==> src/rtl/vga_pkg.sv <==
// Shared types and helpers for the VGA output stage: colour-reduction modes,
// the 2x2 ordered-dither table and a saturating adder.
package vga_pkg;

    typedef enum logic [1:0] {
        MODE_TRUNC  = 2'd0,
        MODE_ROUND  = 2'd1,
        MODE_DITHER = 2'd2,
        MODE_TPAT   = 2'd3
    } mode_e;

    // Wide enough for any supported input colour width.
    localparam int SAT_W = 16;

    function automatic logic [1:0] bayer2x2(input logic x0, input logic y0);
        logic [1:0] b;
        case ({x0, y0})
            2'b00:   b = 2'd0;
            2'b10:   b = 2'd2;
            2'b01:   b = 2'd3;
            default: b = 2'd1;
        endcase
        return b;
    endfunction

    // Adds two values and clamps the result to the largest w-bit number.
    function automatic logic [SAT_W-1:0] sat_add(input logic [SAT_W-1:0] a,
                                                 input logic [SAT_W-1:0] b,
                                                 input int unsigned      w);
        logic [SAT_W:0]   sum;
        logic [SAT_W-1:0] lim;
        sum = {1'b0, a} + {1'b0, b};
        lim = {SAT_W{1'b1}} >> (SAT_W - int'(w));
        return (sum > {1'b0, lim}) ? lim : sum[SAT_W-1:0];
    endfunction

endpackage

==> src/rtl/vga_chan_quant.sv <==
// Combinational colour reduction for one channel: truncate, round or
// ordered dither from IN_W down to OUT_W bits, saturating instead of wrapping.
module vga_chan_quant
    import vga_pkg::*;
#(
    parameter int IN_W  = 8,
    parameter int OUT_W = 5
) (
    input  logic [IN_W-1:0]  value,
    input  mode_e            mode_q,
    input  logic [1:0]       bayer_b,
    output logic [OUT_W-1:0] q
);

    localparam int D = IN_W - OUT_W;

    generate
        if (D == 0) begin : g_pass
            logic unused_ok;
            assign unused_ok = ^{mode_q, bayer_b};
            assign q = value;
        end else begin : g_quant
            logic [SAT_W-1:0] round_add;
            logic [SAT_W-1:0] dith_add;
            logic [SAT_W-1:0] add_v;
            logic [SAT_W-1:0] sum_v;

            assign round_add = SAT_W'(1) << (D - 1);

            // With a single dropped bit there is no room for a 2-bit threshold.
            if (D >= 2) begin : g_dith
                assign dith_add = SAT_W'(bayer_b) << (D - 2);
            end else begin : g_dith_round
                logic unused_ok;
                assign unused_ok = ^bayer_b;
                assign dith_add  = round_add;
            end

            always_comb begin
                add_v = '0;
                case (mode_q)
                    MODE_ROUND:  add_v = round_add;
                    MODE_DITHER: add_v = dith_add;
                    default:     add_v = '0;
                endcase
            end

            assign sum_v = sat_add(SAT_W'(value), add_v, IN_W);
            assign q     = OUT_W'(sum_v >> D);
        end
    endgenerate

endmodule

==> src/rtl/vga_out_stage.sv <==
// VGA output stage: aligns sync/de with the colour path, reduces colour depth,
// optionally shows an 8-bar test pattern and registers everything to the pins.
module vga_out_stage
    import vga_pkg::*;
#(
    parameter int IN_W      = 8,
    parameter int R_W       = 5,
    parameter int G_W       = 6,
    parameter int B_W       = 5,
    parameter int SYNC_DLY  = 0,
    parameter int SYNC_ACT  = 0,
    parameter int CNT_W     = 12,
    parameter int BAR_SHIFT = 7
) (
    input  logic            pix_clk,
    input  logic            pix_rstn,
    input  logic [1:0]      mode,
    input  logic            in_hsync,
    input  logic            in_vsync,
    input  logic            in_de,
    input  logic [IN_W-1:0] in_r,
    input  logic [IN_W-1:0] in_g,
    input  logic [IN_W-1:0] in_b,
    output logic            vga_hsync,
    output logic            vga_vsync,
    output logic            vga_de,
    output logic [R_W-1:0]  vga_r,
    output logic [G_W-1:0]  vga_g,
    output logic [B_W-1:0]  vga_b,
    output logic            frame_start
);

    localparam logic SYNC_ON = (SYNC_ACT != 0);

    logic [2:0] sync_raw;
    logic [2:0] sync_dly;
    logic       d_hs;
    logic       d_vs;
    logic       d_de;

    assign sync_raw = {in_hsync, in_vsync, in_de};

    generate
        if (SYNC_DLY == 0) begin : g_nodly
            assign sync_dly = sync_raw;
        end else begin : g_dly
            logic [3*SYNC_DLY-1:0] dly_q;
            logic [3*SYNC_DLY-1:0] dly_d;

            always_comb begin
                dly_d      = dly_q << 3;
                dly_d[2:0] = sync_raw;
            end

            always_ff @(posedge pix_clk or negedge pix_rstn) begin
                if (!pix_rstn) begin
                    dly_q <= '0;
                end else begin
                    dly_q <= dly_d;
                end
            end

            assign sync_dly = dly_q[3*SYNC_DLY-1 -: 3];
        end
    endgenerate

    assign {d_hs, d_vs, d_de} = sync_dly;

    // Pixel position, frame parity and the per-frame mode latch.
    logic [CNT_W-1:0] x_q, x_d;
    logic [CNT_W-1:0] y_q, y_d;
    logic             frame_q, frame_d;
    mode_e            mode_q, mode_d;
    logic             de_prev_q;
    logic             vs_prev_q;
    logic             vs_edge;
    logic             de_fall;

    always_comb begin
        vs_edge = (d_vs == SYNC_ON) && (vs_prev_q != SYNC_ON);
        de_fall = de_prev_q && !d_de;
        x_d     = d_de ? x_q + CNT_W'(1) : '0;
        y_d     = y_q;
        if (vs_edge) begin
            y_d = '0;
        end else if (de_fall) begin
            y_d = y_q + CNT_W'(1);
        end
        frame_d = frame_q ^ vs_edge;
        mode_d  = vs_edge ? mode_e'(mode) : mode_q;
    end

    always_ff @(posedge pix_clk or negedge pix_rstn) begin
        if (!pix_rstn) begin
            x_q       <= '0;
            y_q       <= '0;
            frame_q   <= 1'b0;
            mode_q    <= MODE_TRUNC;
            de_prev_q <= 1'b0;
            vs_prev_q <= SYNC_ON;
        end else begin
            x_q       <= x_d;
            y_q       <= y_d;
            frame_q   <= frame_d;
            mode_q    <= mode_d;
            de_prev_q <= d_de;
            vs_prev_q <= d_vs;
        end
    end

    // Odd frames shift the dither threshold by half its range so the pattern inverts.
    logic [1:0]     bayer_b;
    logic [2:0]     bar_idx;
    logic [R_W-1:0] r_quant;
    logic [G_W-1:0] g_quant;
    logic [B_W-1:0] b_quant;

    assign bayer_b = bayer2x2(x_q[0], y_q[0]) + {frame_q, 1'b0};
    assign bar_idx = x_q[BAR_SHIFT+2 -: 3];

    vga_chan_quant #(.IN_W(IN_W), .OUT_W(R_W)) u_quant_r (
        .value   (in_r),
        .mode_q  (mode_q),
        .bayer_b (bayer_b),
        .q       (r_quant)
    );

    vga_chan_quant #(.IN_W(IN_W), .OUT_W(G_W)) u_quant_g (
        .value   (in_g),
        .mode_q  (mode_q),
        .bayer_b (bayer_b),
        .q       (g_quant)
    );

    vga_chan_quant #(.IN_W(IN_W), .OUT_W(B_W)) u_quant_b (
        .value   (in_b),
        .mode_q  (mode_q),
        .bayer_b (bayer_b),
        .q       (b_quant)
    );

    logic [R_W-1:0] vga_r_q, vga_r_d;
    logic [G_W-1:0] vga_g_q, vga_g_d;
    logic [B_W-1:0] vga_b_q, vga_b_d;
    logic           vga_hsync_q;
    logic           vga_vsync_q;
    logic           vga_de_q;
    logic           frame_start_q;

    always_comb begin
        vga_r_d = '0;
        vga_g_d = '0;
        vga_b_d = '0;
        if (d_de) begin
            if (mode_q == MODE_TPAT) begin
                vga_r_d = {R_W{bar_idx[2]}};
                vga_g_d = {G_W{bar_idx[1]}};
                vga_b_d = {B_W{bar_idx[0]}};
            end else begin
                vga_r_d = r_quant;
                vga_g_d = g_quant;
                vga_b_d = b_quant;
            end
        end
    end

    always_ff @(posedge pix_clk or negedge pix_rstn) begin
        if (!pix_rstn) begin
            vga_hsync_q   <= ~SYNC_ON;
            vga_vsync_q   <= ~SYNC_ON;
            vga_de_q      <= 1'b0;
            vga_r_q       <= '0;
            vga_g_q       <= '0;
            vga_b_q       <= '0;
            frame_start_q <= 1'b0;
        end else begin
            vga_hsync_q   <= d_hs;
            vga_vsync_q   <= d_vs;
            vga_de_q      <= d_de;
            vga_r_q       <= vga_r_d;
            vga_g_q       <= vga_g_d;
            vga_b_q       <= vga_b_d;
            frame_start_q <= vs_edge;
        end
    end

    assign vga_hsync   = vga_hsync_q;
    assign vga_vsync   = vga_vsync_q;
    assign vga_de      = vga_de_q;
    assign vga_r       = vga_r_q;
    assign vga_g       = vga_g_q;
    assign vga_b       = vga_b_q;
    assign frame_start = frame_start_q;

endmodule
==> config.mk <==
export PLATFORM = sky130hd
export DESIGN_NAME = vga_out_stage
export DESIGN_NICKNAME = d
export VERILOG_FILES = /design/src/rtl/vga_pkg.sv /design/src/rtl/vga_chan_quant.sv /design/src/rtl/vga_out_stage.sv
export SDC_FILE = /design/constraint.sdc
export NUM_CORES = 1
export LEC_CHECK = 0
export CAP_MARGIN = 15
export CELL_PAD_IN_SITES_DETAIL_PLACEMENT = 1
export CELL_PAD_IN_SITES_GLOBAL_PLACEMENT = 1
export CORE_ASPECT_RATIO = 1.5
export CORE_MARGIN = 2
export CORE_UTILIZATION = 34
export CTS_CLUSTER_DIAMETER = 200
export DETAILED_ROUTE_END_ITERATION = 16
export MAX_ROUTING_LAYER = met4
export PLACE_DENSITY_LB_ADDON = 0.25
export SKIP_CTS_REPAIR_TIMING = 1
export SLEW_MARGIN = 40
export SYNTH_ARGS = -nofsm -noshare
export SYNTH_HDL_FRONTEND = slang
export SYNTH_SLANG_ARGS = --single-unit
==> constraint.sdc <==
create_clock -name pix_clk -period 2.3 [get_ports pix_clk]
set_input_delay 0.345 -clock pix_clk [delete_from_list [all_inputs] [get_ports pix_clk]]
set_output_delay 0.345 -clock pix_clk [all_outputs]
set_load 0.05 [all_outputs]
==> results of run 1 <==
## cell usage after synthesis (2+ instances only)
cell type	n	area, µm²
mux2i_1	2	20.02
a211oi_1	2	15.01
and3b_1	4	35.03
clkbuf_1	2	7.510
a21boi_0	2	15.01
and2_1	8	50.05
and3_1	3	18.77
xnor2_1	19	166.4
nor3b_1	2	15.01
dfstp_2	2	52.55
nor2_1	6	22.52
o2111ai_1	2	17.52
nor2b_1	5	31.28
a221oi_2	2	30.03
or3_1	2	12.51
a21oi_1	19	95.09
o21ai_0	7	35.03
inv_1	7	26.28
nand3_1	9	45.04
nand2b_1	2	12.51
ha_1	12	150.1
dfrtp_1	33	825.8
xor2_1	5	43.79
nor3_1	3	15.01
nand2_1	10	37.54
## cell type report
| class | count | area (µm²) | area share, % |
|---|---|---|---|
| clock inverter | 2 | 35.03 | 1.174 |
| multi-input combinational | 141 | 1221 | 40.92 |
| clock buffer | 6 | 82.58 | 2.767 |
| sequential | 35 | 878.3 | 29.43 |
| timing repair buffer | 70 | 650.6 | 21.80 |
| tap | 72 | 90.09 | 3.019 |
| inverter | 7 | 26.28 | 0.8805 |
## placed cells by master, fill, tap and decap left out, types with 2 or more instances in the layout
cell             count
ha_2                 2
buf_4               21
dfrtp_1             33
clkbuf_8             6
or3_1                2
and2_1               7
nor3b_1              2
nor3_2               3
nand3_1              8
mux2i_1              2
xnor2_1             17
inv_1                6
xor2_1               5
ha_1                 6
ha_4                 4
xnor2_2              2
o2111ai_1            2
buf_6                2
nor2b_1              5
o21ai_0              7
and3_1               3
nand2_1             10
and3b_1              3
dfstp_2              2
nand2b_1             2
a21boi_0             2
a21oi_1             17
a211oi_2             2
nor2_1               6
clkdlybuf4s50_1     47
## registers in the layout, indices dropped and copies added, names as in the netlist
| name | cells |
|---|---|
| mode_q | 2 |
| vga_b | 5 |
| vga_hsync | 1 |
| frame_start | 1 |
| vga_vsync | 1 |
| vga_g | 6 |
| frame_q | 1 |
| x_q | 10 |
| vga_r | 5 |
| vga_de | 1 |
| y_q | 1 |
| vs_prev_q | 1 |
## power by group through the flow
stage / combinational, µW / clock, µW / sequential, µW
final: 781 / 592 / 716
after global routing: 837 / 635 / 723
after CTS: 725 / 602 / 716
after detailed placement: 721 / 0 / 728
after global placement: 710 / 0 / 724
after floorplan: 313 / 0 / 854
## metrics by stage
step | util (%) | instance area (µm²)
2_1_floorplan | - | 2022
3_3_place_gp | 47.63 | 2715
3_5_place_dp | 47.63 | 2715
4_1_cts | 49.69 | 2833
5_1_grt | 52.35 | 2984
6_report | 52.35 | 2984
## cells by family after synthesis
kind of cell | synth area share, %
compound gates | 17.05
fa+ha+maj | 7.576
mux | 1.010
simple gates | 16.35
flops | 44.32
xor+xnor | 12.00
buf+inv | 1.705
## metal layers
layer	global-route usage, %	up-vias	share of wire [%]
li1	-	796	-
met1	16.64	820	37
met4	5.651	0	2.0
met5	-	-	0
met2	30.08	35	57
met3	3.708	8	3.6
## worst max-delay path by stage
stage / end / slack, ns / cells after the start
6_report: vga_b[0] / -0.03 / 11
5_1_grt: vga_b[2] / -0.14 / 11
4_1_cts: vga_g[3] / -0.13 / 11
3_5_place_dp: vga_g[3] / -0.1 / 11
3_3_place_gp: vga_g[5] / -0.06 / 11
2_1_floorplan: vga_g[0] / 0.0004 / 10
## worst max-delay path, stage by stage (launching register included)
cell and delay, ns:
dfrtp_1 0.38, inv_2 0.06, ha_4 0.26, and2b_2 0.25
a21oi_4 0.23, buf_6 0.13, xnor2_2 0.05, ha_2 0.18
a311oi_2 0.32, buf_4 0.18, xnor2_2 0.09, a21oi_1 0.08
==> flow_summary_export.csv, run 1 <==
group,metric,value,unit
run_status,outcome,"complete, but fails checks",
run_status,violations,"hold timing, setup timing",
place,place_inst,321,
timing,finalWorstSetupSlack,-0.02655,ns
timing,slew_viol_final,0,
timing,fmax,429.8,MHz
clock_tree,clockRootBuffer,"clkbuf_8",
final_layout,area_growth,50.57,%
hold_path,hold_class,"in2async",
die,core_area,0.005700,mm²
place,place.detailed.hpwl,3513,µm
power,power_density,699.9,mW/mm²
route,ant_nets,0,
clock_tree,clk_path_buf_depth,2,
setup_path,regToRegSetupSlack,-0.03,ns
global_route,antenna_found_initial,0,
clock_tree,htree_num_levels,2,
die,die_width,66.34,µm
global_route,overflow,0,
clock_tree,cts_sinks,35,
place,port_buffers,48,
timing,tightest_slew,0.5420,ns
power,cell_internal_pwr,1371,µW
job,maxCapViolCount,0,
timing,finalHoldViolations,6,
route,drc,0,
power,ir_drop,0.0003607,V
route,vias_per_cell,4.982,
logic_synthesis,synth_seq_cells,35,
power,total_power,2089,µW
power,power_frac_seq,34.3,%
power,p_sw_share,34.37,%
clock_tree,cts_tree,"yes",
logic_synthesis,synth_area,0.001982,mm²
clock_tree,clock_latency,0.30,ns
route,firstDrtPassIters,4,
final_layout,nets,303,
power,combinationalPowerShare,37.4,%
logic_synthesis,async_reset_ff_share,100.0,%
die,die_h,97.51,µm
place,place_congestion,0.7915,
global_route,track_usage,16.47,%
die,initial_utilization,34.77,%
clock_tree,clk_pin_slew,0.08,ns
route,routed_wl,5104,µm
power,p_leak,0.001244,µW
logic_synthesis,syn_inst,185,
logic_synthesis,syn_avg_cell_area,10.71,µm²
timing,fin_skew,0.006681,ns
power,p_switching,717.8,µW
timing,rsz0062_at_grt,"yes",
timing,finalSetupTns,-0.1098,ns
clock_tree,numCtsBuffers,5,
timing,finalCritPeriodShare,101.2,%
final_layout,num_antenna_cells,0,
logic_synthesis,yosys_warnings,0,
die,ios,51,
global_route,grt_pass1_vias,1761,
setup_path,startpoint_type,"flip-flop",
timing,max_slew_margin,63.48,%
setup_path,crit_required,2.48,ns
route,post_drt_wl_per_cell,15.33,µm
power,pwr-share-clk,28.4,%
route,drt_iter0_markers,43,
timing,setup_viol,8,
setup_path,worstReg2RegEnd,"vga_b[0]",
global_route,grt_max_degree,36,
final_layout,drive_gt1_share,24.52,%
setup_path,startpoint,"mode_q[0]",
timing,period_minus_slack,2.327,ns
setup_path,worstRegToRegCells,11,
final_layout,fillers,632,
logic_synthesis,synth_seq_area_share,44.32,%
setup_path,endpoint_kind,"flip-flop",
setup_path,cp_max_fo,3,
logic_synthesis,syn_nets,228,
die,num_rows,34,
global_route,grt_pass1_wl,7921,µm
final_layout,instances_no_fill,333,
die,dieArea,0.006468,mm²
timing,holdWs,-0.01577,ns
setup_path,cp_data_arrival_time,2.50,ns
logic_synthesis,synth_edf_count,0,
logic_synthesis,synth_ff_type,"dfrtp_1",
place,dp_slack,-0.09796,ns
logic_synthesis,synthDistinctLibCells,40,
setup_path,r2r_start,"mode_q[0]",
setup_path,critical_path_class,"reg2reg",
route,vias,1659,
No activity file was read; power rests on OpenSTA's default activity.
==> run 2: changes to the inputs <==
Settings changed: CTS_CLUSTER_DIAMETER 200 to not set.
==> results of run 2 <==
Same layout as run 1: the final DEF is identical, and so are final timing and power.
==> run 3: changes to the inputs <==
Settings changed: TNS_END_PERCENT set to 1.
==> flow_summary_export.csv, run 3 (synthesized netlist as in run 1, its figures left out) <==
group,metric,value,unit
timing,slew_viol_final,0,
place,place.detailed.hpwl,3513,µm
route,routed_wl,4854,µm
power,pwr-share-clk,28.6,%
setup_path,r2r_start,"mode_q[1]",
job,maxCapViolCount,0,
timing,max_slew_margin,62.70,%
timing,finalHoldViolations,6,
global_route,antenna_found_initial,0,
final_layout,largest_register_ffs,10,
setup_path,worstReg2RegEnd,"vga_b[0]",
setup_path,endpoint_kind,"flip-flop",
route,vias,1640,
setup_path,critical_path_class,"reg2reg",
place,dp_slack,-0.09796,ns
setup_path,endpoint,"vga_b[0]",
power,cell_internal_pwr,1355,µW
timing,tightest_slew,0.5537,ns
final_layout,regArea,878.3,µm²
route,drc,0,
timing,fmax,428.9,MHz
clock_tree,htree_num_levels,2,
final_layout,layout_commonest_cell,"clkdlybuf4s50_1",
run_status,outcome,"complete, but fails checks",
die,core_area,0.005700,mm²
power,p_switching,694.1,µW
setup_path,path_common_cell,"ha_1",
final_layout,drive_gt1_share,21.54,%
timing,rsz0062_at_grt,"yes",
power,power_frac_seq,34.9,%
timing,period_minus_slack,2.331,ns
setup_path,cp_data_arrival_time,2.50,ns
die,die_width,66.34,µm
power,power_density,702.6,mW/mm²
final_layout,num_antenna_cells,0,
final_layout,multi_input_area,0.001165,mm²
die,initial_utilization,34.77,%
die,num_rows,34,
setup_path,crit_required,2.47,ns
place,port_buffers,48,
global_route,grt_pass1_vias,1761,
global_route,grt_pass1_wl,7921,µm
power,p_sw_share,33.87,%
die,dieArea,0.006468,mm²
route,vias_per_cell,4.940,
route,firstDrtPassIters,4,
timing,finalSetupTns,-0.03781,ns
clock_tree,clock_latency,0.29,ns
clock_tree,cts_sinks,35,
power,combinationalPowerShare,36.5,%
final_layout,fin_util,51.16,%
route,post_drt_wl_per_cell,14.62,µm
setup_path,regToRegSetupSlack,-0.03,ns
setup_path,cp_max_fo,4,
timing,finalWorstSetupSlack,-0.03146,ns
final_layout,fillers,643,
setup_path,cpPeakStageDelay,0.41,ns
power,total_power,2049,µW
timing,holdWs,-0.003202,ns
die,die_h,97.51,µm
clock_tree,clockRootBuffer,"clkbuf_8",
route,ant_nets,0,
clock_tree,cts_tree,"yes",
die,ios,51,
power,ir_drop,0.0003601,V
clock_tree,clk_pin_slew,0.07,ns
global_route,grt_max_degree,36,
setup_path,startpoint_type,"flip-flop",
global_route,overflow,0,
timing,setup_viol,2,
place,dpl_cell_area,0.002715,mm²
final_layout,regMostFlops,"x_q",
global_route,track_usage,16.47,%
clock_tree,clk_path_buf_depth,2,
power,p_leak,0.001216,µW
clock_tree,numCtsBuffers,5,
setup_path,cp_slowest_cell,"dfrtp_1",
final_layout,area_growth,47.16,%
setup_path,startpoint,"mode_q[1]",
place,place_congestion,0.7915,
route,drt_iter0_markers,50,
final_layout,final_cell_area,0.002917,mm²
setup_path,worstRegToRegCells,9,
run_status,violations,"hold timing, setup timing",
timing,finalCritPeriodShare,101.4,%
hold_path,hold_class,"in2async",
setup_path,worstPathCellList,"ha_4 -> and2b_2 -> o21a_1 -> ha_1 -> ha_1 -> a311oi_2 -> buf_4 -> xnor2_1 -> a21oi_1",
final_layout,final_cell_mix,"clkdlybuf4s50_1 (47), dfrtp_1 (33), buf_4 (21), xnor2_1 (19), a21oi_1 (17)",
timing,fin_skew,0.002423,ns
final_layout,nets,302,
[run 3: critical path: cells and delay by family, from the launching register on]
kind	cells	cell delay, ns
compound gates	3	0.55
xor+xnor	1	0.10
fa+ha+maj	3	0.73
buf+inv	1	0.17
flops	1	0.41
simple gates	1	0.24
[run 3: cell type report]
cell class / instances / share of cell area (%)
Multi-Input combinational cell: 141 / 39.94
Sequential cell: 35 / 30.12
Inverter: 7 / 0.9009
Clock buffer: 6 / 2.831
Tap cell: 72 / 3.089
Timing Repair Buffer: 69 / 21.92
Clock inverter: 2 / 1.201
[run 3: power groups by stage]
stage | registers [µW] | clock network (µW) | logic (µW)
after CTS | 716 | 602 | 725
after floorplan | 854 | 0 | 313
after detailed placement | 728 | 0 | 721
final | 715 | 587 | 748
after global routing | 722 | 630 | 808
after global placement | 724 | 0 | 710
[run 3: metal layers]
metal  global-route usage (%)  vias up  part of all wire, %
met5                        -        -                    0
met4                    5.651        0                  1.7
met3                    3.708        6                  3.6
met2                    30.08       31                   59
met1                    16.64      809                   36
li1                         -      794                    -
[run 3: worst min path at each step]
stage | slack, ns | to | cells after the start
after floorplan | 0.05 | frame_q | 0
after global placement | 0.48 | vga_b[4] | 1
after detailed placement | 0.49 | vga_b[4] | 1
after CTS | 0.17 | mode_q[0] | 1
after global routing | 0.03 | vga_b[4] | 1
final | -0.003 | vga_b[4] | 1
[run 3: metrics by stage]
step / hold slack (ns) / cells
5_1_grt: 0.02714 / 332
3_5_place_dp: 0.4850 / 321
6_report: -0.003202 / 332
4_1_cts: 0.1745 / 329
3_3_place_gp: 0.4776 / 321
2_1_floorplan: 0.04941 / 185
